==> src/rtl/ram_arb_pkg.sv <==
// Shared types and default sizing for the two-requester parity-RAM arbiter.
package ram_arb_pkg;

    localparam int DEF_MEM_WIDTH  = 16;
    localparam int DEF_ADDR_SIZE  = 10;
    localparam int DEF_RD_LATENCY = 2;

    typedef enum logic {
        REQ_A = 1'b0,
        REQ_B = 1'b1
    } req_id_t;

    typedef struct packed {
        logic                     we;
        logic [DEF_ADDR_SIZE-1:0] addr;
        logic [DEF_MEM_WIDTH-1:0] wdata;
    } ram_cmd_t;

endpackage

==> src/rtl/ram_rd_tag_pipe.sv <==
// Shift register of {valid, id} read tags that tracks reads in flight through the RAM.
module ram_rd_tag_pipe
    import ram_arb_pkg::*;
#(
    parameter int DEPTH = 3
) (
    input  logic    clk,
    input  logic    rst,
    input  logic    push_valid,
    input  req_id_t push_id,
    output logic    tag_valid,
    output req_id_t tag_id
);

    logic [DEPTH-1:0] valid_sr;
    req_id_t          id_sr [DEPTH];

    always_ff @(posedge clk or posedge rst) begin
        if (rst) begin
            valid_sr <= '0;
            for (int i = 0; i < DEPTH; i++) id_sr[i] <= REQ_A;
        end else begin
            valid_sr <= {valid_sr[DEPTH-2:0], push_valid};
            id_sr[0] <= push_id;
            for (int i = 1; i < DEPTH; i++) id_sr[i] <= id_sr[i-1];
        end
    end

    assign tag_valid = valid_sr[DEPTH-1];
    assign tag_id    = id_sr[DEPTH-1];

endmodule

==> src/rtl/ram_arbiter.sv <==
// Round-robin arbiter and registered command stage for a single-port parity RAM,
// with read-return routing and a sticky parity checker.
module ram_arbiter
    import ram_arb_pkg::*;
#(
    parameter int MEM_WIDTH  = DEF_MEM_WIDTH,
    parameter int ADDR_SIZE  = DEF_ADDR_SIZE,
    parameter int RD_LATENCY = DEF_RD_LATENCY
) (
    input  logic                 clk,
    input  logic                 rst,
    input  logic                 a_req,
    input  logic                 a_we,
    input  logic [ADDR_SIZE-1:0] a_addr,
    input  logic [MEM_WIDTH-1:0] a_wdata,
    input  logic                 b_req,
    input  logic                 b_we,
    input  logic [ADDR_SIZE-1:0] b_addr,
    input  logic [MEM_WIDTH-1:0] b_wdata,
    output logic                 a_gnt,
    output logic                 b_gnt,
    output logic                 rd_valid,
    output logic                 rd_id,
    output logic [MEM_WIDTH-1:0] rd_data,
    output logic                 parity_err,
    output logic                 ram_blk_select,
    output logic                 ram_wr_en,
    output logic                 ram_rd_en,
    output logic [ADDR_SIZE-1:0] ram_addr,
    output logic [MEM_WIDTH-1:0] ram_din,
    output logic                 ram_addr_en,
    output logic                 ram_dout_en,
    input  logic [MEM_WIDTH-1:0] ram_dout,
    input  logic                 ram_parity
);

    // last_b=1 means B was granted most recently; reset value lets A win first contention.
    logic                 last_b;
    logic                 any_gnt;
    logic                 win_we;
    logic [ADDR_SIZE-1:0] win_addr;
    logic [MEM_WIDTH-1:0] win_wdata;
    req_id_t              win_id;
    req_id_t              tag_id;

    assign a_gnt   = a_req & (~b_req | last_b);
    assign b_gnt   = b_req & (~a_req | ~last_b);
    assign any_gnt = a_gnt | b_gnt;

    assign win_id    = b_gnt ? REQ_B : REQ_A;
    assign win_we    = b_gnt ? b_we : a_we;
    assign win_addr  = b_gnt ? b_addr : a_addr;
    assign win_wdata = b_gnt ? b_wdata : a_wdata;

    always_ff @(posedge clk or posedge rst) begin
        if (rst) begin
            last_b <= 1'b1;
        end else if (a_gnt) begin
            last_b <= 1'b0;
        end else if (b_gnt) begin
            last_b <= 1'b1;
        end
    end

    // Address and write data hold across idle cycles; only the strobes drop.
    always_ff @(posedge clk or posedge rst) begin
        if (rst) begin
            ram_blk_select <= 1'b0;
            ram_wr_en      <= 1'b0;
            ram_rd_en      <= 1'b0;
            ram_addr       <= '0;
            ram_din        <= '0;
        end else begin
            ram_blk_select <= any_gnt;
            ram_wr_en      <= any_gnt & win_we;
            ram_rd_en      <= any_gnt & ~win_we;
            if (any_gnt) begin
                ram_addr <= win_addr;
                ram_din  <= win_wdata;
            end
        end
    end

    ram_rd_tag_pipe #(
        .DEPTH (1 + RD_LATENCY)
    ) u_tag_pipe (
        .clk        (clk),
        .rst        (rst),
        .push_valid (any_gnt & ~win_we),
        .push_id    (win_id),
        .tag_valid  (rd_valid),
        .tag_id     (tag_id)
    );

    assign rd_id   = tag_id;
    assign rd_data = ram_dout;

    always_ff @(posedge clk or posedge rst) begin
        if (rst) begin
            parity_err <= 1'b0;
        end else if (rd_valid && (ram_parity != ~^ram_dout)) begin
            parity_err <= 1'b1;
        end
    end

    assign ram_addr_en = ~rst;
    assign ram_dout_en = ~rst;

endmodule

==> config.mk <==
export PLATFORM = sky130hd
export DESIGN_NAME = ram_arbiter
export DESIGN_NICKNAME = d
export VERILOG_FILES = /design/src/rtl/ram_arb_pkg.sv /design/src/rtl/ram_rd_tag_pipe.sv /design/src/rtl/ram_arbiter.sv
export SDC_FILE = /design/constraint.sdc
export NUM_CORES = 1
export LEC_CHECK = 0
export ABC_AREA = 1
export CORE_MARGIN = 3
export CORE_UTILIZATION = 41
export CTS_BUF_LIST = sky130_fd_sc_hd__clkbuf_16
export DETAILED_ROUTE_END_ITERATION = 16
export PLACE_DENSITY = 0.87
export SYNTH_ARGS = -nofsm -noshare
export SYNTH_HDL_FRONTEND = slang
export SYNTH_SLANG_ARGS = --single-unit
export TNS_END_PERCENT = 20
==> constraint.sdc <==
create_clock -name clk -period 3.9 [get_ports clk]
set_input_delay 0.78 -clock clk [delete_from_list [all_inputs] [get_ports clk]]
set_output_delay 0.78 -clock clk [all_outputs]
set_load 0.02 [all_outputs]
Word level (Yosys, flattened, before mapping)
Cells that the tools add are included.
W data, S select, Z words.
{ "word_totals": {"elab_cells": 33, "ff_bits": 37, "output_inout_bits": 52, "input_bits": 75} }
{ "op_classes": {"eq_ne": 1, "n_bitwise": 12, "n_reduce_logical": 3, "n_mux": 6} }
{ "op_table": {"columns": ["cell", "count"], "rows": [
  ["$mux W16", 1],
  ["$reduce_xnor A16 Y1", 1],
  ["$mux W10", 1],
  ["$not A1 Y1", 5],
  ["$and A1 B1 Y1", 4],
  ["$mux W1", 4],
  ["$or A1 B1 Y1", 3],
  ["$reduce_bool A2 Y1", 1],
  ["$logic_and A1 B1 Y1", 1],
  ["$ne A1 B1 Y1", 1]
]} }

Longest topological paths before layout
{ "logic_depth": {"depth_word": 6, "ltp_mapped": 12, "depth_no_buf": 12} }

Modules after synthesis
A second synthesis with hierarchy kept.
{ "unflattened": {"hier_cells": 261, "area_unflattened_um2": 2158.3} }
{ "modules_own_cells": {"columns": ["mod", "cells_each", "area_per_inst_um2", "seq_area_each_um2", "instances"], "rows": [
  ["ram_arbiter", 254, 2004.4, 777.0, 1],
  ["ram_rd_tag_pipe", 7, 153.9, 150.1, 1]
]} }

Least setup slack after synthesis
OpenSTA, ideal clock, no wires.
{ "synth_path": {"path_kind": "input port to output port", "startpoint": "input rst", "endpoint": "output ram_dout_en", "t_arrival_ns": 1.953, "n_path_buf": 1, "cell_stages": 2, "setup_slack_ns": 1.167, "required_ns": 3.120, "cell_sequence": "inv_1 > buf_4"} }
{ "synth_via": {"elab_chain_len": 1} }
{ "synth_lines": {"columns": ["element", "line", "source"], "rows": [
  ["from (decl)", "ram_arbiter.sv:11", "input logic rst,"],
  ["$not A1 Y1", "ram_arbiter.sv:107", "assign ram_dout_en = ~rst;"],
  ["to (decl)", "ram_arbiter.sv:32", "output logic ram_dout_en,"]
]} }
No other way between the ends.

Worst setup path after layout
{ "layout_path": {"startpoint": "input b_req", "endpoint": "output b_gnt"} }
{ "layout_via": {"elab_chain_len": 1} }
{ "layout_lines": {"columns": ["element", "line", "source"], "rows": [
  ["from (decl)", "ram_arbiter.sv:16", "input logic b_req,"],
  ["$and A1 B1 Y1", "ram_arbiter.sv:47", "assign b_gnt = b_req & (~a_req | ~last_b);"],
  ["to (decl)", "ram_arbiter.sv:21", "output logic b_gnt,"]
]} }
No other way between the ends.

==> results.json <==
{
  "ys_top_cells_by_count": "nand2_1, nor2_1, dfrtp_1",
  "ff_latch_area_sq_um": 902,
  "synth_top_cell_by_area": "dfrtp_1",
  "cts_sinks": 36,
  "portBuffers": 126,
  "dr_wl_met3_um": 547,
  "synthFlopType": "dfrtp_1",
  "htree_num_levels": 2,
  "netlist_area_sq_um": 2130,
  "slew_headroom": 0.584,
  "cp-start-kind": "input port",
  "wl_met2_um": 2770,
  "tns_ps": 0,
  "coreArea_sq_um": 4880,
  "end_kind": "output port",
  "grt_pass1_vias": 1901,
  "drt-met1-wl_um": 2260,
  "num_rows": 25,
  "dieHeight_um": 78.1,
  "r2r_slack_ps": 2310,
  "syn2layout_area_growth_pct": 61.6,
  "synth_edf_count": 0,
  "leakage_uw": 0.00152,
  "yosysMostFrequentCell": "nand2_1",
  "highest_layer": "met4",
  "yosys.area.top_type_share": 0.411,
  "layout-drive-gt1-share": 0.111,
  "dieArea_sq_um": 6090,
  "holdPathEnd": "u_tag_pipe.valid_sr[2]$_DFF_PP0_",
  "track_usage": 0.185,
  "n_fill_cell": 391,
  "grt_max_degree": 55,
  "rsz0062_at_grt": "false",
  "worst-slew-pin-transition_ps": 624,
  "grt_antenna_before_repair": 0,
  "grt_overflow_total": 0,
  "cts_root_buf": "clkbuf_16",
  "nNetsFinal": 442,
  "ctsHoldBuffers": 0,
  "avgSynthCellArea_sq_um": 8.22,
  "cts.path.max_buffers": 2,
  "async_reset_ff_frac": 1.00,
  "finalCritPeriodShare": 0.850,
  "reg2reg_to": "ram_wr_en$_DFF_PP0_",
  "drv_cap": 0,
  "ir_drop_mv": 0.221,
  "path_max_fanout": 29,
  "power_density_nw_per_um2": 379,
  "dr_total_vias": 2032,
  "yosysUniqueCellTypes": 23,
  "num_antenna_cells": 0,
  "numCtsBuffers": 5,
  "cts_resized": 0,
  "wirelength_um": 5640,
  "hold_viol": 0,
  "dp_hpwl_um": 4320,
  "yosys_warnings": 0,
  "ys_ff_latch": 36,
  "avgViaCountPerCell": 4.67,
  "p_total_uw": 1300,
  "hold_path.class": "register to register",
  "skew_ps": 3.82,
  "status": "finished clean",
  "fin_crit_ps": 3310,
  "ant_nets": 0,
  "hold_start": "u_tag_pipe.valid_sr[1]$_DFF_PP0_",
  "die_w_um": 78.1,
  "wl_per_cell_um": 13.0,
  "report.final.setup_viol": 0,
  "first_iter_violations": 98,
  "seq_area_frac_synth": 0.424,
  "cts_tree": "built",
  "grt_pass1_wl_um": 8880,
  "crit_type": "input port to output port",
  "multiInputGateArea_sq_um": 932,
  "drc": 0,
  "cp.arrival_ps": 2530,
  "first_pass_iters": 4,
  "io_pins": 127,
  "drv_slew": 0,
  "crit_required_ps": 3120,
  "netlist_instances": 259,
  "synth_area_leaders": "dfrtp_1, o31ai_2, nand2_1, nor2_1, buf_4",
  "min_path_cells": 0,
  "postCtsSetupRepairBufs": 0,
  "clock_latency_ps": 280,
  "r2r-start": "last_b$_DFFE_PP1P_",
  "clkTransAtPathRegs_ps": 50,
  "fmax_mhz": 302,
  "initial_utilization": 0.436,
  "syn-num-nets": 334,
  "gp_congestion": 0.803,
  "reg2reg_depth": 6
}
[state kept, by name, indices dropped and copies added, names as in the netlist]
name	count
ram_wr_en	1
ram_blk_select	1
ram_addr	10
u_tag_pipe.tag_id	1
ram_din	16
u_tag_pipe.id_sr	2
last_b	1
u_tag_pipe.valid_sr	3
parity_err	1
[cells by family (layout without fill, tap and decap cells)]
family / Yosys count / count (layout) / share of synthesized area
AO/OA/AOI/OAI: 28 / 28 / 0.150
XOR/XNOR: 6 / 6 / 0.0247
buffers and inverters: 47 / 156 / 0.139
flip-flops: 36 / 36 / 0.424
AND/OR/NAND/NOR: 142 / 142 / 0.263
[layer usage]
metal	global-route usage	vias to the layer above
met3	0.0768	6
met1	0.208	923
met5	0	-
li1	-	1014
met2	0.323	89
met4	0.0472	0
[through the flow]
| step | instance area [sq um] | cells | hold slack, ps | worst slack [ps] | util |
|---|---|---|---|---|---|
| after floorplan | 2130 | 259 | 331 | 1170 | - |
| after global placement | 3270 | 427 | 332 | 595 | 0.671 |
| after detailed placement | 3270 | 427 | 335 | 561 | 0.671 |
| after CTS | 3440 | 435 | 347 | 560 | 0.705 |
| after global routing | 3440 | 435 | 355 | 495 | 0.705 |
| final | 3440 | 435 | 347 | 586 | 0.705 |
[placed cells by master, fill, tap and decap left out]
master           count
nand2_1             71
or2_1                1
buf_4                1
o31ai_1              4
nand3_1              5
xor2_1               2
inv_1               17
inv_4                1
nand3_2              1
o21ai_2              1
clkdlybuf4s50_1    126
clkbuf_16            5
clkinvlp_4           1
dfrtp_1             35
nand2_4              1
nor2_1              61
clkinv_2             1
nor2_2               1
inv_6                1
dfstp_2              1
bufinv_16            1
o31ai_2             22
o21ai_0              1
nand2_2              1
xnor2_1              4
inv_2                2
[worst max path at each step]
| stage | slack (ps) | cells after the start | from | to |
|---|---|---|---|---|
| 4_1_cts | 560 | 4 | b_req | b_gnt |
| 5_1_grt | 500 | 4 | b_req | b_gnt |
| 3_5_place_dp | 560 | 4 | b_req | b_gnt |
| 3_3_place_gp | 590 | 4 | b_req | b_gnt |
| 6_report | 590 | 4 | b_req | b_gnt |
| 2_1_floorplan | 1170 | 2 | rst | ram_dout_en |
[where the power goes]
group	total (uW)	internal, uW	switching [uW]
sequential	445	420	25.3
clock	449	300	150
combinational	409	208	201
[worst max-delay path: stages]
cell             delay, ps
clkdlybuf4s50_1        570
nand2_4                240
inv_6                  270
clkdlybuf4s50_1        650
[cell type report]
cell class	count	share of cell area
Sequential cell	36	0.262
Inverter	21	0.0251
Multi-Input combinational cell	176	0.271
Clock buffer	5	0.0364
Clock inverter	3	0.0124
Tap cell	67	0.0244
Timing Repair Buffer	127	0.369
Power figures use the tool's default switching activity.
